[config.mk]
export PLATFORM = sky130hd
export DESIGN_NAME = ddr_channel_arb_n_flat
export DESIGN_NICKNAME = d
export VERILOG_FILES = /design/src/rtl/ddr_channel_arb_n_if.sv /design/src/rtl/ddr_channel_arb_n.sv /design/src/flat_wrapper.sv
export SDC_FILE = /design/constraint.sdc
export NUM_CORES = 1
export LEC_CHECK = 0
export CAP_MARGIN = 10
export CORE_AREA = 2 2 690 692
export CTS_CLUSTER_SIZE = 16
export DETAILED_ROUTE_END_ITERATION = 8
export DIE_AREA = 0 0 692 694
export PLACE_DENSITY = 0.3
export SKIP_CTS_REPAIR_TIMING = 1
export SLEW_MARGIN = 20
export SYNTH_ARGS = -nofsm -noshare
export SYNTH_HDL_FRONTEND = slang
export SYNTH_SLANG_ARGS = --single-unit
[constraint.sdc]
create_clock -name clock -period 3.9 [get_ports clock]
set_clock_uncertainty 0.05 [all_clocks]
set_input_delay 0.39 -clock clock [delete_from_list [all_inputs] [get_ports clock]]
set_output_delay 0.39 -clock clock [all_outputs]
set_load 0.01 [all_outputs]
[src/rtl/ddr_channel_arb_n_if.sv]
`default_nettype none
// ============================================================================
// ddr_channel_arb_n_if : client-side and DDR-side bundle of the N-channel arbiter
// Rev 1.0
// ============================================================================
interface ddr_channel_arb_n_if #(
  parameter int NUM_CH = 3,
  parameter int IDX_W  = 19
);
  logic [NUM_CH-1:0]       req_valid;
  logic [NUM_CH-1:0]       req_ready;
  logic [NUM_CH*IDX_W-1:0] req_index;
  logic [NUM_CH-1:0]       req_write;
  logic [NUM_CH-1:0]       req_burst;
  logic [NUM_CH*64-1:0]    req_wmask;
  logic [NUM_CH*64-1:0]    req_wdata;
  logic [NUM_CH-1:0]       flush;
  logic [NUM_CH-1:0]       resp_done;
  logic [63:0]             resp_rdata;
  logic [511:0]            resp_burst_data;

  logic                    ddr_chip_enable;
  logic [IDX_W-1:0]        ddr_index;
  logic                    ddr_write_enable;
  logic                    ddr_burst_mode;
  logic [63:0]             ddr_opstore_write_mask;
  logic [63:0]             ddr_opstore_write_data;
  logic [63:0]             ddr_opload_read_data;
  logic [511:0]            ddr_pc_read_inst;
  logic                    ddr_operation_done;
  logic                    ddr_ready;

  modport slave (
    input  req_valid, req_index, req_write, req_burst, req_wmask, req_wdata, flush,
    input  ddr_opload_read_data, ddr_pc_read_inst, ddr_operation_done, ddr_ready,
    output req_ready, resp_done, resp_rdata, resp_burst_data,
    output ddr_chip_enable, ddr_index, ddr_write_enable, ddr_burst_mode,
    output ddr_opstore_write_mask, ddr_opstore_write_data
  );

  modport master (
    output req_valid, req_index, req_write, req_burst, req_wmask, req_wdata, flush,
    output ddr_opload_read_data, ddr_pc_read_inst, ddr_operation_done, ddr_ready,
    input  req_ready, resp_done, resp_rdata, resp_burst_data,
    input  ddr_chip_enable, ddr_index, ddr_write_enable, ddr_burst_mode,
    input  ddr_opstore_write_mask, ddr_opstore_write_data
  );
endinterface
`default_nettype wire

[src/rtl/ddr_channel_arb_n.sv]
`default_nettype none
// ============================================================================
// ddr_channel_arb_n : N-channel round-robin / fixed-priority DDR port arbiter
// Rev 1.0
// ============================================================================
module ddr_channel_arb_n #(
  parameter int NUM_CH   = 3,
  parameter int IDX_W    = 19,
  parameter int ARB_MODE = 0
) (
  input  logic               clock,
  input  logic               reset_n,
  ddr_channel_arb_n_if.slave bus
);
  localparam int CH_W = (NUM_CH > 1) ? $clog2(NUM_CH) : 1;

  typedef enum logic [1:0] {
    S_IDLE  = 2'd0,
    S_ISSUE = 2'd1,
    S_WAIT  = 2'd2
  } state_t;

  state_t            state_q, state_d;
  logic [CH_W-1:0]   rr_ptr_q, gnt_q;
  logic [IDX_W-1:0]  idx_q;
  logic              wr_q, burst_q, cancel_q;
  logic [63:0]       wm_q, wd_q, rdata_q;
  logic [511:0]      bdata_q;
  logic [NUM_CH-1:0] resp_done_q;

  logic [NUM_CH-1:0] elig;
  logic              grant_vld;
  logic [CH_W-1:0]   grant_idx, rr_next;
  logic [CH_W:0]     k;
  logic              flush_g, cancel_now, busy, op_done;

  logic [IDX_W-1:0]  idx_a [NUM_CH];
  logic [63:0]       wm_a  [NUM_CH];
  logic [63:0]       wd_a  [NUM_CH];

  for (genvar c = 0; c < NUM_CH; c++) begin : g_unpack
    assign idx_a[c] = bus.req_index[c*IDX_W +: IDX_W];
    assign wm_a[c]  = bus.req_wmask[c*64 +: 64];
    assign wd_a[c]  = bus.req_wdata[c*64 +: 64];
  end

  // Scan starts at rr_ptr (round-robin) or channel 0 (fixed priority); first eligible wins.
  always_comb begin
    elig      = bus.req_valid & ~bus.flush;
    grant_vld = 1'b0;
    grant_idx = '0;
    k         = '0;
    for (int i = 0; i < NUM_CH; i++) begin
      if (ARB_MODE == 1) begin
        k = (CH_W+1)'(i);
      end else begin
        k = {1'b0, rr_ptr_q} + (CH_W+1)'(i);
        if (k >= (CH_W+1)'(NUM_CH)) k = k - (CH_W+1)'(NUM_CH);
      end
      if (!grant_vld && elig[k[CH_W-1:0]]) begin
        grant_vld = 1'b1;
        grant_idx = k[CH_W-1:0];
      end
    end
    if (state_q != S_IDLE || !bus.ddr_ready) grant_vld = 1'b0;
  end

  assign rr_next    = (grant_idx == CH_W'(NUM_CH-1)) ? '0 : grant_idx + CH_W'(1);
  assign flush_g    = bus.flush[gnt_q];
  assign cancel_now = cancel_q | flush_g;
  assign op_done    = (state_q == S_WAIT) && bus.ddr_operation_done;
  assign busy       = (state_q != S_IDLE);

  always_comb begin
    state_d = state_q;
    case (state_q)
      S_IDLE:  if (grant_vld) state_d = S_ISSUE;
      S_ISSUE: state_d = S_WAIT;
      S_WAIT:  if (bus.ddr_operation_done) state_d = S_IDLE;
      default: state_d = S_IDLE;
    endcase
  end

  always_ff @(posedge clock or negedge reset_n) begin
    if (!reset_n) state_q <= S_IDLE;
    else          state_q <= state_d;
  end

  always_ff @(posedge clock or negedge reset_n) begin
    if (!reset_n) begin
      rr_ptr_q    <= '0;
      gnt_q       <= '0;
      idx_q       <= '0;
      wr_q        <= 1'b0;
      burst_q     <= 1'b0;
      wm_q        <= '0;
      wd_q        <= '0;
      cancel_q    <= 1'b0;
      resp_done_q <= '0;
      rdata_q     <= '0;
      bdata_q     <= '0;
    end else begin
      resp_done_q <= '0;
      if (grant_vld) begin
        gnt_q   <= grant_idx;
        idx_q   <= idx_a[grant_idx];
        wr_q    <= bus.req_write[grant_idx];
        burst_q <= bus.req_burst[grant_idx];
        wm_q    <= wm_a[grant_idx];
        wd_q    <= wd_a[grant_idx];
        if (ARB_MODE == 0) rr_ptr_q <= rr_next;
      end
      if (op_done) begin
        rdata_q <= bus.ddr_opload_read_data;
        bdata_q <= bus.ddr_pc_read_inst;
        if (!cancel_now) resp_done_q <= {{(NUM_CH-1){1'b0}}, 1'b1} << gnt_q;
      end
      // A flush landing on the completion cycle itself is covered by cancel_now above.
      if (!busy || op_done) cancel_q <= 1'b0;
      else if (flush_g)     cancel_q <= 1'b1;
    end
  end

  assign bus.req_ready              = grant_vld ? ({{(NUM_CH-1){1'b0}}, 1'b1} << grant_idx) : '0;
  assign bus.resp_done              = resp_done_q;
  assign bus.resp_rdata             = rdata_q;
  assign bus.resp_burst_data        = bdata_q;
  assign bus.ddr_chip_enable        = (state_q == S_ISSUE);
  assign bus.ddr_index              = busy ? idx_q   : '0;
  assign bus.ddr_write_enable       = busy ? wr_q    : 1'b0;
  assign bus.ddr_burst_mode         = busy ? burst_q : 1'b0;
  assign bus.ddr_opstore_write_mask = busy ? wm_q    : '0;
  assign bus.ddr_opstore_write_data = busy ? wd_q    : '0;
endmodule
`default_nettype wire

[src/flat_wrapper.sv]
// flat-port wrapper written by rule: the top's interface ports become plain ports
module ddr_channel_arb_n_flat 
#(
  parameter int NUM_CH   = 3,
  parameter int IDX_W    = 19,
  parameter int ARB_MODE = 0
)
  (clock, reset_n, bus_req_valid, bus_req_index, bus_req_write, bus_req_burst, bus_req_wmask, bus_req_wdata, bus_flush, bus_ddr_opload_read_data, bus_ddr_pc_read_inst, bus_ddr_operation_done, bus_ddr_ready, bus_req_ready, bus_resp_done, bus_resp_rdata, bus_resp_burst_data, bus_ddr_chip_enable, bus_ddr_index, bus_ddr_write_enable, bus_ddr_burst_mode, bus_ddr_opstore_write_mask, bus_ddr_opstore_write_data);
  ddr_channel_arb_n_if #(.NUM_CH(NUM_CH), .IDX_W(IDX_W)) bus_i ();
  input  logic clock;
  input  logic reset_n;
  input wire logic [$bits(bus_i.req_valid)-1:0] bus_req_valid;
  input wire logic [$bits(bus_i.req_index)-1:0] bus_req_index;
  input wire logic [$bits(bus_i.req_write)-1:0] bus_req_write;
  input wire logic [$bits(bus_i.req_burst)-1:0] bus_req_burst;
  input wire logic [$bits(bus_i.req_wmask)-1:0] bus_req_wmask;
  input wire logic [$bits(bus_i.req_wdata)-1:0] bus_req_wdata;
  input wire logic [$bits(bus_i.flush)-1:0] bus_flush;
  input wire logic [$bits(bus_i.ddr_opload_read_data)-1:0] bus_ddr_opload_read_data;
  input wire logic [$bits(bus_i.ddr_pc_read_inst)-1:0] bus_ddr_pc_read_inst;
  input wire logic [$bits(bus_i.ddr_operation_done)-1:0] bus_ddr_operation_done;
  input wire logic [$bits(bus_i.ddr_ready)-1:0] bus_ddr_ready;
  output wire logic [$bits(bus_i.req_ready)-1:0] bus_req_ready;
  output wire logic [$bits(bus_i.resp_done)-1:0] bus_resp_done;
  output wire logic [$bits(bus_i.resp_rdata)-1:0] bus_resp_rdata;
  output wire logic [$bits(bus_i.resp_burst_data)-1:0] bus_resp_burst_data;
  output wire logic [$bits(bus_i.ddr_chip_enable)-1:0] bus_ddr_chip_enable;
  output wire logic [$bits(bus_i.ddr_index)-1:0] bus_ddr_index;
  output wire logic [$bits(bus_i.ddr_write_enable)-1:0] bus_ddr_write_enable;
  output wire logic [$bits(bus_i.ddr_burst_mode)-1:0] bus_ddr_burst_mode;
  output wire logic [$bits(bus_i.ddr_opstore_write_mask)-1:0] bus_ddr_opstore_write_mask;
  output wire logic [$bits(bus_i.ddr_opstore_write_data)-1:0] bus_ddr_opstore_write_data;
  assign bus_i.req_valid = bus_req_valid;
  assign bus_i.req_index = bus_req_index;
  assign bus_i.req_write = bus_req_write;
  assign bus_i.req_burst = bus_req_burst;
  assign bus_i.req_wmask = bus_req_wmask;
  assign bus_i.req_wdata = bus_req_wdata;
  assign bus_i.flush = bus_flush;
  assign bus_i.ddr_opload_read_data = bus_ddr_opload_read_data;
  assign bus_i.ddr_pc_read_inst = bus_ddr_pc_read_inst;
  assign bus_i.ddr_operation_done = bus_ddr_operation_done;
  assign bus_i.ddr_ready = bus_ddr_ready;
  assign bus_req_ready = bus_i.req_ready;
  assign bus_resp_done = bus_i.resp_done;
  assign bus_resp_rdata = bus_i.resp_rdata;
  assign bus_resp_burst_data = bus_i.resp_burst_data;
  assign bus_ddr_chip_enable = bus_i.ddr_chip_enable;
  assign bus_ddr_index = bus_i.ddr_index;
  assign bus_ddr_write_enable = bus_i.ddr_write_enable;
  assign bus_ddr_burst_mode = bus_i.ddr_burst_mode;
  assign bus_ddr_opstore_write_mask = bus_i.ddr_opstore_write_mask;
  assign bus_ddr_opstore_write_data = bus_i.ddr_opstore_write_data;
  ddr_channel_arb_n #(.NUM_CH(NUM_CH), .IDX_W(IDX_W), .ARB_MODE(ARB_MODE)) u_core (.clock(clock), .reset_n(reset_n), .bus(bus_i));
endmodule
Yosys cells after proc, flatten, opt, wreduce, memory -nomap -nowiden
Index checks and enable logic that the tools add are counted.
{ "word_totals": {"out_inout_bits": 732, "ff_bits": 735, "input_bits": 1033} }
{ "classes": {"add_sub_neg": 6, "muxes": 45, "bitwise": 4, "n_eq_ne": 5, "magnitude_cmp": 9, "shift": 2, "reduce_logical": 13} }
{ "ops": {"columns": ["op", "n"], "rows": [
  ["64-bit two-way mux", 6],
  ["64-bit binary-select mux with 2-bit select", 2],
  ["19-bit two-way mux", 3],
  ["19-bit binary-select mux with 2-bit select", 1],
  ["2-bit two-way mux", 9],
  ["2-bit by 3-bit less-than comparator with 1-bit output, second input constant", 5],
  ["1-bit two-way mux", 14],
  ["1-bit binary-select mux with 2-bit select", 6],
  ["3-bit two-way mux", 3],
  ["3-bit by 2-bit >= comparator with 1-bit output, second input constant", 2],
  ["2-bit case mux with 3 select lines", 1],
  ["1-bit by 2-bit << shifter with 3-bit output, first input constant", 2],
  ["2-bit subtractor, second input constant", 3],
  ["2-bit == test, second input constant", 2],
  ["1-bit logical NOT", 4],
  ["2-bit nonzero test", 2],
  ["2-bit by 1-bit adder with 3-bit output, second input constant", 1],
  ["2-bit by 2-bit adder with 3-bit output, second input constant", 1],
  ["3-bit AND", 1],
  ["3-bit >= comparator, second input constant", 1],
  ["1-bit logical AND", 3],
  ["2-bit inverter with 3-bit output", 1],
  ["3-bit inverter", 1],
  ["2-bit by 1-bit adder with 2-bit output, second input constant", 1],
  ["8 further kinds", 9]
]} }

Longest topological paths before layout
Gate-level depths: netlist of the first run.
{ "logic_depth": {"ltp_word": 15, "mapped_depth": 12, "ltp_nobuf": 9} }

Least setup slack after synthesis of the first run
OpenSTA, ideal clock, no wires.
{ "synth_timing": {"path_kind": "reg2out", "start": "register u_core.rr_ptr_q[0]", "end": "output bus_req_ready[1]", "setup_slack_ps": 1045, "path_stages_with_launch": 11, "arrival_time_ps": 2415, "t_required_ps": 3460, "cell_sequence": "dfrtp_1 -> inv_1 -> ha_1 -> buf_2 -> or4b_1 -> and3_1 -> a21o_1 -> inv_2 -> buf_2 -> buf_2 -> and2_1"} }
{ "synth_between": {"elab_chain_cells": 13} }
{ "synth_rtl": {"columns": ["item", "line", "text"], "rows": [
  ["start: declaration", "ddr_channel_arb_n.sv:24", "logic [CH_W-1:0] rr_ptr_q, gnt_q;"],
  ["start signal: assignment", "ddr_channel_arb_n.sv:111", "if (ARB_MODE == 0) rr_ptr_q <= rr_next;"],
  ["branches (longest 12 deep; another with 2-bit by 1-bit adder with 3-bit output)", null, null],
  ["3-bit two-way mux *", "ddr_channel_arb_n.sv:124", "assign bus.req_ready = grant_vld ? ({{(NUM_CH-1){1'b0}}, 1'b1} << grant_idx) : '0;"],
  ["end: declaration", "flat_wrapper.sv:23", "output wire logic [$bits(bus_i.req_ready)-1:0] bus_req_ready;"]
]} }
Every way passes the cells marked *. The select of a mux whose other input is x is not followed.

Final worst setup path of the first run
Ends and elaborated chain as after synthesis.

==> run_summary.xml, run 1 <==
<?xml version="1.0" encoding="UTF-8"?>
<metrics>
  <group name="layout">
    <metric name="layout.area.seq" unit="mm^2">0.0184</metric>
    <metric name="fin_area" unit="mm^2">0.0622</metric>
    <metric name="flow.area_growth_from_synthesis" unit="%">96.5</metric>
    <metric name="fin_cells" unit="">10700</metric>
    <metric name="fillCellCount" unit="">53300</metric>
    <metric name="multiInputGateArea" unit="mm^2">0.0125</metric>
    <metric name="layout.core_utilization" unit="%">13.2</metric>
    <metric name="final_net_count" unit="">5342</metric>
    <metric name="fraction_of_layout_instances_using_a_drive_strength_above_1" unit="%">19.9</metric>
  </group>
  <group name="grt">
    <metric name="grt_antenna_before_repair" unit="">331</metric>
    <metric name="grt_first_pass_wirelength" unit="mm">435</metric>
    <metric name="first_global_vias" unit="">31800</metric>
    <metric name="global_route.usage.total" unit="%">14.4</metric>
    <metric name="grt_start_max_net_pins" unit="">108</metric>
    <metric name="grt.overflow.total" unit="">0</metric>
  </group>
  <group name="placement">
    <metric name="dp_cells" unit="">10400</metric>
    <metric name="detailedPlace.worstSlack" unit="ns">0.388</metric>
    <metric name="dp.final_hpwl" unit="mm">306</metric>
    <metric name="gp_congestion" unit="">0.938</metric>
    <metric name="port-buffer-count" unit="">1764</metric>
    <metric name="cell_area_reported_after_detailed_placement" unit="mm^2">0.0574</metric>
  </group>
  <group name="floorplan">
    <metric name="die_h" unit="um">694</metric>
    <metric name="initial_utilization" unit="%">6.69</metric>
    <metric name="rows" unit="">253</metric>
    <metric name="floorplan_die_area" unit="mm^2">0.480</metric>
    <metric name="floorplan.core_area" unit="mm^2">0.473</metric>
    <metric name="boundaryPins" unit="">1765</metric>
    <metric name="die_boundary_width" unit="um">692</metric>
  </group>
  <group name="clocking">
    <metric name="clock-root-buffer" unit="">clkbuf_16</metric>
    <metric name="numClockSinks" unit="">735</metric>
    <metric name="clock_path_buffers" unit="">4</metric>
    <metric name="cts_tree" unit="">built</metric>
    <metric name="worstSkewPairLatency" unit="ns">0.94</metric>
    <metric name="cts-htree-levels" unit="">3</metric>
    <metric name="numCtsBuffers" unit="">119</metric>
    <metric name="clk_transition_reported_paths" unit="ns">0.06</metric>
  </group>
  <group name="worst_setup_path">
    <metric name="cp_data_required_time" unit="ns">3.46</metric>
    <metric name="cp-end-kind" unit="">output port</metric>
    <metric name="crit_path_max_incr_delay" unit="ns">0.60</metric>
    <metric name="worst_path_max_delay_cell" unit="">or4bb_1</metric>
    <metric name="timing.critical_path.fanout_max" unit="">13</metric>
    <metric name="path_cells" unit="">inv_1 &gt; ha_2 &gt; or4bb_1 &gt; nand4b_1 &gt; nor2_4 &gt; a21o_1 &gt; inv_8 &gt; and2_1 &gt; clkbuf_2</metric>
    <metric name="worst-endpoint-arrival" unit="ns">3.31</metric>
    <metric name="crit_path_start_kind" unit="">flip-flop</metric>
    <metric name="setup.worst_path.class" unit="">reg -&gt; out</metric>
  </group>
  <group name="pwr">
    <metric name="internal_power" unit="mW">31.5</metric>
    <metric name="vdd_drop_max" unit="V">0.000553</metric>
    <metric name="power_per_unit_of_standard_cell_area" unit="mW/mm^2">893</metric>
    <metric name="power.share.switching" unit="%">43.4</metric>
    <metric name="clock_power_share" unit="%">21.4</metric>
    <metric name="comb_power_share" unit="%">53.4</metric>
    <metric name="post-layout-total-power" unit="mW">55.6</metric>
    <metric name="net_load_switching_power" unit="mW">24.1</metric>
    <metric name="sequentialPowerShare" unit="%">25.2</metric>
    <metric name="p_leak" unit="nW">22.5</metric>
  </group>
  <group name="timing">
    <metric name="setup_viol_count_final" unit="">0</metric>
    <metric name="rsz_0062_raised_after_global_routing" unit="">yes</metric>
    <metric name="max_freq" unit="MHz">267</metric>
    <metric name="period_utilisation_layout" unit="%">96.2</metric>
    <metric name="final_period_minus_worst_setup_slack" unit="ns">3.75</metric>
    <metric name="timing_max_transition_violations_final" unit="">0</metric>
    <metric name="tightest_slew" unit="ns">0.982</metric>
    <metric name="timing.final.hold_violations" unit="">0</metric>
    <metric name="hold-worst-slack" unit="ns">0.0306</metric>
    <metric name="setup_slack_of_the_critical_path_after_layout" unit="ns">0.150</metric>
    <metric name="setup_tns_final" unit="ns">0</metric>
    <metric name="relSlewSlack" unit="%">34.6</metric>
  </group>
  <group name="routing">
    <metric name="detail_route.drc_violations" unit="">0</metric>
    <metric name="dr.pass1.iters" unit="">5</metric>
    <metric name="route.vias.total" unit="">31000</metric>
    <metric name="route.final.wire_length" unit="mm">358</metric>
    <metric name="viasPerCell" unit="">2.90</metric>
    <metric name="wire_per_inst" unit="um">33.5</metric>
    <metric name="dr.first_iter.drc_count" unit="">1771</metric>
    <metric name="postRouteAntennaNets" unit="">0</metric>
  </group>
  <group name="yosys">
    <metric name="postSynthNetCount" unit="">3532</metric>
    <metric name="syn-cell-area" unit="mm^2">0.0317</metric>
    <metric name="seq_area_frac_synth" unit="%">58.1</metric>
    <metric name="synth_cell_types" unit="">41</metric>
    <metric name="yosys_warnings" unit="">0</metric>
    <metric name="fraction_of_registers_with_async_set_or_reset_after_synthesis" unit="%">100</metric>
    <metric name="synthCells" unit="">2496</metric>
    <metric name="ys_ff_latch" unit="">735</metric>
    <metric name="syn_avg_cell_area" unit="um^2">12.7</metric>
    <metric name="dominantRegCellSynth" unit="">dfrtp_1</metric>
    <metric name="synth_edf_count" unit="">0</metric>
  </group>
  <group name="run">
    <metric name="cap_violations" unit="">0</metric>
  </group>
  <group name="outcome">
    <metric name="status" unit="">complete, no violations</metric>
  </group>
  <group name="min_path">
    <metric name="worst_min_delay_path_category" unit="">in -&gt; reg</metric>
  </group>
</metrics>
==> synthesized netlist by cell type (all sizes together), types with 2 or more instances <==
master	n	area, um^2
a31oi	2	12.5
buf	45	224
or2	2	12.5
or4bb	4	45.0
nor2b	153	957
dfrtp	735	18400
nor4b	3	41.3
o21ai	4	20.0
ha	3	37.5
a21o	2	15.0
nor3	2	10.0
and4b	2	20.0
nor3b	3	22.5
nand3b	2	15.0
a221oi	3	26.3
a22oi	150	1130
a21oi	8	40.0
clkbuf	168	631
nand2b	3	18.8
a41oi	149	1310
nor2	157	589
nand3	300	1500
inv	5	18.8
nand2	2	7.51
mux2	576	6490
and2	2	12.5
==> kinds of logic (layout without fill, tap and decap cells) <==
kind of cell	count (synthesis)	count (layout)	share of synthesized area [%]
compound gates	321	321	8.11
fa+ha+maj	3	3	0.118
buf+inv	218	2123	2.76
flops	735	735	58.1
mux	577	577	20.5
other cells	0	55	0
simple gates	642	642	10.5
==> area by class of cell <==
cell class	instances	share of cell area (%)
Timing Repair Buffer	1902	30.9
Sequential cell	735	29.5
Multi-Input combinational cell	1543	20.1
Tap cell	6247	12.6
Clock buffer	163	5.37
Clock inverter	53	1.33
Antenna cell	55	0.221
Inverter	5	0.0422
==> metal layers <==
layer  part of all wire [%]  global-route usage [%]  vias up
met1                     36                    15.2    15600
met2                     50                    25.3     1768
met5                   0.14                       0        -
li1                       -                       -    12900
met4                    2.9                    3.18       72
met3                     11                    7.25      647
==> power groups by stage <==
stage          clock network (mW)  registers, mW  logic, mW
6_report                     11.9           14.0       29.7
5_1_grt                      12.6           14.5       31.6
4_1_cts                      12.5           14.1       30.7
3_5_place_dp                    0           14.1       30.5
3_3_place_gp                    0           14.1       30.6
2_1_floorplan                   0           14.8       9.09
==> cells in the final DEF (no fill, tap or decap), types with 5 or more instances in the layout <==
master,synthesis,routed
a21oi_1,8,8
a22oi_1,150,150
a41oi_1,149,149
buf_12,0,33
buf_2,35,5
buf_4,3,53
bufinv_16,0,19
clkbuf_1,168,24
clkbuf_16,0,119
clkbuf_8,0,20
clkdlybuf4s50_1,0,1749
clkinv_2,0,19
clkinvlp_4,0,6
dfrtp_1,735,735
diode_2,0,55
dlygate4sd3_1,0,58
mux2_2,576,576
nand3_1,300,298
nor2_1,157,155
nor2b_1,153,153
==> final timing paths <==
| check | startpoint | endpoint | slack [ns] | cells past startpoint |
|---|---|---|---|---|
| worst max register to register | u_core.rr_ptr_q[0]$_DFFE_PN0P_ | u_core.wd_q[4]$_DFFE_PN0P_ | 0.65 | 11 |
| max in group asynchronous | reset_n | u_core.wm_q[7]$_DFFE_PN0P_ | 2.33 | 3 |
| worst min register to register | u_core.bus.resp_burst_data[444]$_DFFE_PN0P_ | u_core.bus.resp_burst_data[444]$_DFFE_PN0P_ | 0.45 | 1 |
| worst min-delay path | bus_ddr_pc_read_inst[17] | u_core.bus.resp_burst_data[17]$_DFFE_PN0P_ | 0.03 | 2 |
| min in group asynchronous | reset_n | u_core.bus.resp_burst_data[468]$_DFFE_PN0P_ | 0.19 | 2 |
| worst max-delay path | u_core.rr_ptr_q[0]$_DFFE_PN0P_ | bus_req_ready[1] | 0.15 | 9 |
==> sequential cells by signal, indices dropped and copies added (netlist names), 2 cells and up <==
signal and flops:
u_core.idx_q 19, u_core.state_q 2, u_core.wd_q 64, u_core.rr_ptr_q 2, u_core.wm_q 64, u_core.bus.resp_burst_data 512
u_core.gnt_q 2, u_core.bus.resp_rdata 64, u_core.bus.resp_done 3
==> worst max-delay path, delay by kind of cell (launching register included) <==
family	cells	cell delay (ns)
DFF	1	0.40
and+or+nand+nor	4	1.07
AOI/OAI and AO/OA	1	0.28
buffers and inverters	3	0.39
adders and majority gates	1	0.38
No activity file was read; power rests on OpenSTA's default activity.
==> inputs of run 2 (changes only) <==
--- a/config.mk
+++ b/config.mk
@@ -6,11 +6,14 @@
 export NUM_CORES = 1
 export LEC_CHECK = 0
 export CAP_MARGIN = 10
-export CORE_AREA = 2 2 690 692
+export CELL_PAD_IN_SITES_DETAIL_PLACEMENT = 2
+export CELL_PAD_IN_SITES_GLOBAL_PLACEMENT = 2
+export CORE_AREA = 2 2 686 688
 export CTS_CLUSTER_SIZE = 16
 export DETAILED_ROUTE_END_ITERATION = 8
-export DIE_AREA = 0 0 692 694
-export PLACE_DENSITY = 0.3
+export DIE_AREA = 0 0 688 690
+export HOLD_SLACK_MARGIN = 0.12
+export PLACE_DENSITY = 0.33
 export SKIP_CTS_REPAIR_TIMING = 1
 export SLEW_MARGIN = 20
 export SYNTH_ARGS = -nofsm -noshare
==> run_summary.xml, run 2 (synthesized netlist as in run 1, its figures left out) <==
<?xml version="1.0" encoding="UTF-8"?>
<metrics>
  <group name="outcome">
    <metric name="status" unit="">complete, no violations</metric>
  </group>
  <group name="routing">
    <metric name="postRouteAntennaNets" unit="">0</metric>
    <metric name="route.vias.total" unit="">32700</metric>
    <metric name="dr.first_iter.drc_count" unit="">1511</metric>
    <metric name="wire_per_inst" unit="um">29.3</metric>
    <metric name="dr.pass1.iters" unit="">5</metric>
    <metric name="detail_route.drc_violations" unit="">0</metric>
    <metric name="route.final.wire_length" unit="mm">328</metric>
    <metric name="viasPerCell" unit="">2.92</metric>
  </group>
  <group name="worst_setup_path">
    <metric name="worst_path_max_delay_cell" unit="">o31ai_1</metric>
    <metric name="worst_path_most_repeated_cell" unit="">inv_1</metric>
    <metric name="critical_path.reg2reg.startpoint" unit="">u_core.rr_ptr_q[0]$_DFFE_PN0P_</metric>
    <metric name="logic_depth_of_the_worst_setup_path_including_buffers" unit="">9</metric>
    <metric name="worst-r2r-cell-count" unit="">9</metric>
    <metric name="setup.worst_path.class" unit="">reg -&gt; out</metric>
    <metric name="critical-path-top-delay-family" unit="">compound AO/OA/AOI/OAI gates</metric>
    <metric name="cp_data_required_time" unit="ns">3.46</metric>
    <metric name="path_cells" unit="">inv_1 &gt; ha_2 &gt; buf_4 &gt; inv_1 &gt; o31ai_1 &gt; a31o_2 &gt; a21oi_1 &gt; o21a_2 &gt; dlymetal6s2s_1</metric>
    <metric name="timing.critical_path.fanout_max" unit="">8</metric>
    <metric name="regToRegEndpoint" unit="">u_core.wd_q[38]$_DFFE_PN0P_</metric>
    <metric name="worstSetupStartpoint" unit="">u_core.rr_ptr_q[0]$_DFFE_PN0P_</metric>
    <metric name="crit_path_end" unit="">bus_req_ready[0]</metric>
    <metric name="crit_path_start_kind" unit="">flip-flop</metric>
    <metric name="cp-end-kind" unit="">output port</metric>
    <metric name="worst-endpoint-arrival" unit="ns">3.25</metric>
    <metric name="r2r_slack" unit="ns">0.67</metric>
    <metric name="worst_path_bufs_invs" unit="">4</metric>
    <metric name="crit_path_max_incr_delay" unit="ns">0.52</metric>
  </group>
  <group name="layout">
    <metric name="flow.area_growth_from_synthesis" unit="%">112</metric>
    <metric name="fraction_of_layout_instances_using_a_drive_strength_above_1" unit="%">18.1</metric>
    <metric name="layout_commonest_cell" unit="">clkdlybuf4s50_1</metric>
    <metric name="layout.core_utilization" unit="%">14.4</metric>
    <metric name="largest_reg_flops" unit="">512</metric>
    <metric name="layout_common_cells" unit="">clkdlybuf4s50_1, dfrtp_1, mux2_2</metric>
    <metric name="fin_area" unit="mm^2">0.0670</metric>
    <metric name="final_net_count" unit="">5851</metric>
  </group>
  <group name="placement">
    <metric name="cell_area_reported_after_detailed_placement" unit="mm^2">0.0575</metric>
    <metric name="dp.final_hpwl" unit="mm">270</metric>
    <metric name="port-buffer-count" unit="">1764</metric>
    <metric name="gp_congestion" unit="">0.865</metric>
  </group>
  <group name="timing">
    <metric name="final_period_minus_worst_setup_slack" unit="ns">3.69</metric>
    <metric name="max_freq" unit="MHz">271</metric>
    <metric name="rsz_0062_raised_after_global_routing" unit="">no</metric>
    <metric name="setup_viol_count_final" unit="">0</metric>
    <metric name="timing.final.hold_violations" unit="">0</metric>
    <metric name="period_utilisation_layout" unit="%">94.7</metric>
    <metric name="relSlewSlack" unit="%">34.4</metric>
    <metric name="timing_max_transition_violations_final" unit="">0</metric>
    <metric name="tightest_slew" unit="ns">0.983</metric>
  </group>
  <group name="floorplan">
    <metric name="floorplan.core_area" unit="mm^2">0.467</metric>
    <metric name="floorplan_die_area" unit="mm^2">0.475</metric>
    <metric name="die_boundary_width" unit="um">688</metric>
    <metric name="boundaryPins" unit="">1765</metric>
    <metric name="initial_utilization" unit="%">6.79</metric>
    <metric name="rows" unit="">251</metric>
    <metric name="die_h" unit="um">690</metric>
  </group>
  <group name="grt">
    <metric name="grt.overflow.total" unit="">0</metric>
    <metric name="first_global_vias" unit="">33800</metric>
    <metric name="global_route.usage.total" unit="%">13.3</metric>
    <metric name="grt_start_max_net_pins" unit="">95</metric>
    <metric name="grt_antenna_before_repair" unit="">252</metric>
    <metric name="grt_first_pass_wirelength" unit="mm">410</metric>
  </group>
  <group name="pwr">
    <metric name="comb_power_share" unit="%">53.1</metric>
    <metric name="clock_power_share" unit="%">20.2</metric>
    <metric name="p_leak" unit="nW">24.6</metric>
    <metric name="net_load_switching_power" unit="mW">23.8</metric>
    <metric name="power_per_unit_of_standard_cell_area" unit="mW/mm^2">821</metric>
    <metric name="sequentialPowerShare" unit="%">26.7</metric>
    <metric name="vdd_drop_max" unit="V">0.000688</metric>
    <metric name="internal_power" unit="mW">31.2</metric>
    <metric name="power.share.switching" unit="%">43.2</metric>
  </group>
  <group name="clocking">
    <metric name="worstSkewPairLatency" unit="ns">0.82</metric>
    <metric name="cts_tree" unit="">built</metric>
    <metric name="clk_transition_reported_paths" unit="ns">0.06</metric>
    <metric name="numClockSinks" unit="">735</metric>
    <metric name="numCtsBuffers" unit="">120</metric>
    <metric name="clock_path_buffers" unit="">4</metric>
    <metric name="clock-root-buffer" unit="">clkbuf_16</metric>
    <metric name="cts-htree-levels" unit="">3</metric>
  </group>
  <group name="run">
    <metric name="cap_violations" unit="">0</metric>
  </group>
  <group name="min_path">
    <metric name="worst_min_delay_path_category" unit="">in -&gt; reg</metric>
  </group>
</metrics>
run 2: worst min path at each step:
stage,cells after the start,endpoint,start
after detailed placement,1,u_core.bus.resp_burst_data[110]$_DFFE_PN0P_,u_core.bus.resp_burst_data[110]$_DFFE_PN0P_
after global routing,2,u_core.bus.resp_burst_data[449]$_DFFE_PN0P_,bus_ddr_pc_read_inst[449]
after CTS,1,u_core.idx_q[15]$_DFFE_PN0P_,reset_n
after global placement,1,u_core.bus.resp_burst_data[484]$_DFFE_PN0P_,u_core.bus.resp_burst_data[484]$_DFFE_PN0P_
final,3,u_core.wm_q[7]$_DFFE_PN0P_,bus_req_wmask[7]
after floorplan,0,u_core.burst_q$_DFFE_PN0P_,reset_n
run 2: final cells by class:
cell class                 count  area [um^2]
fill                       53200       400000
timing repair buffer        2409        24300
sequential                   735        18400
multi-input combinational   1543        12500
tap                         6198         7750
clock buffer                 179         3460
clock inverter                37          390
antenna                       59          148
inverter                       5         45.0
timing repair inverter         1         8.76
run 2: layer usage:
metal / part of all wire (%) / track usage [%] / wire length (um) / vias up
met4: 2.7 / 2.62 / 9000 / 78
met3: 9.6 / 5.57 / 31600 / 532
met1: 39 / 15.2 / 129000 / 16700
li1: - / - / - / 13900
met5: 0.16 / 0 / 525 / -
met2: 48 / 23.1 / 158000 / 1525
run 2: through the flow:
stage / std cells / power (mW) / worst slack [ns] / hold slack [ns] / setup TNS [ns]
global placement: 10300 / 44.2 / 0.358 / 0.436 / 0
detailed placement: 10300 / 44.4 / 0.445 / 0.444 / 0
CTS: 10600 / 56.3 / -0.493 / -0.526 / -2.04
finish: 11200 / 55.0 / 0.206 / 0.145 / 0
global route: 11100 / 58.6 / 0.00162 / 0.112 / 0
floorplan: 2496 / 23.8 / 1.04 / 0.0444 / 0
run 2: power groups by stage:
stage	clock (mW)	sequential (mW)	combinational, mW
2_1_floorplan	0	14.8	9.09
3_3_place_gp	0	14.7	29.5
3_5_place_dp	0	14.8	29.6
4_1_cts	11.8	14.8	29.7
5_1_grt	11.9	15.3	31.4
6_report	11.1	14.7	29.2
run 2: worst register-to-register path: stages (launching register included):
cell,delay (ns)
dfrtp_1,0.40
inv_1,0.10
ha_2,0.33
or4bb_1,0.56
and3_1,0.27
nor4b_4,0.45
buf_12,0.25
buf_4,0.35
nand3_1,0.13
a41oi_1,0.24
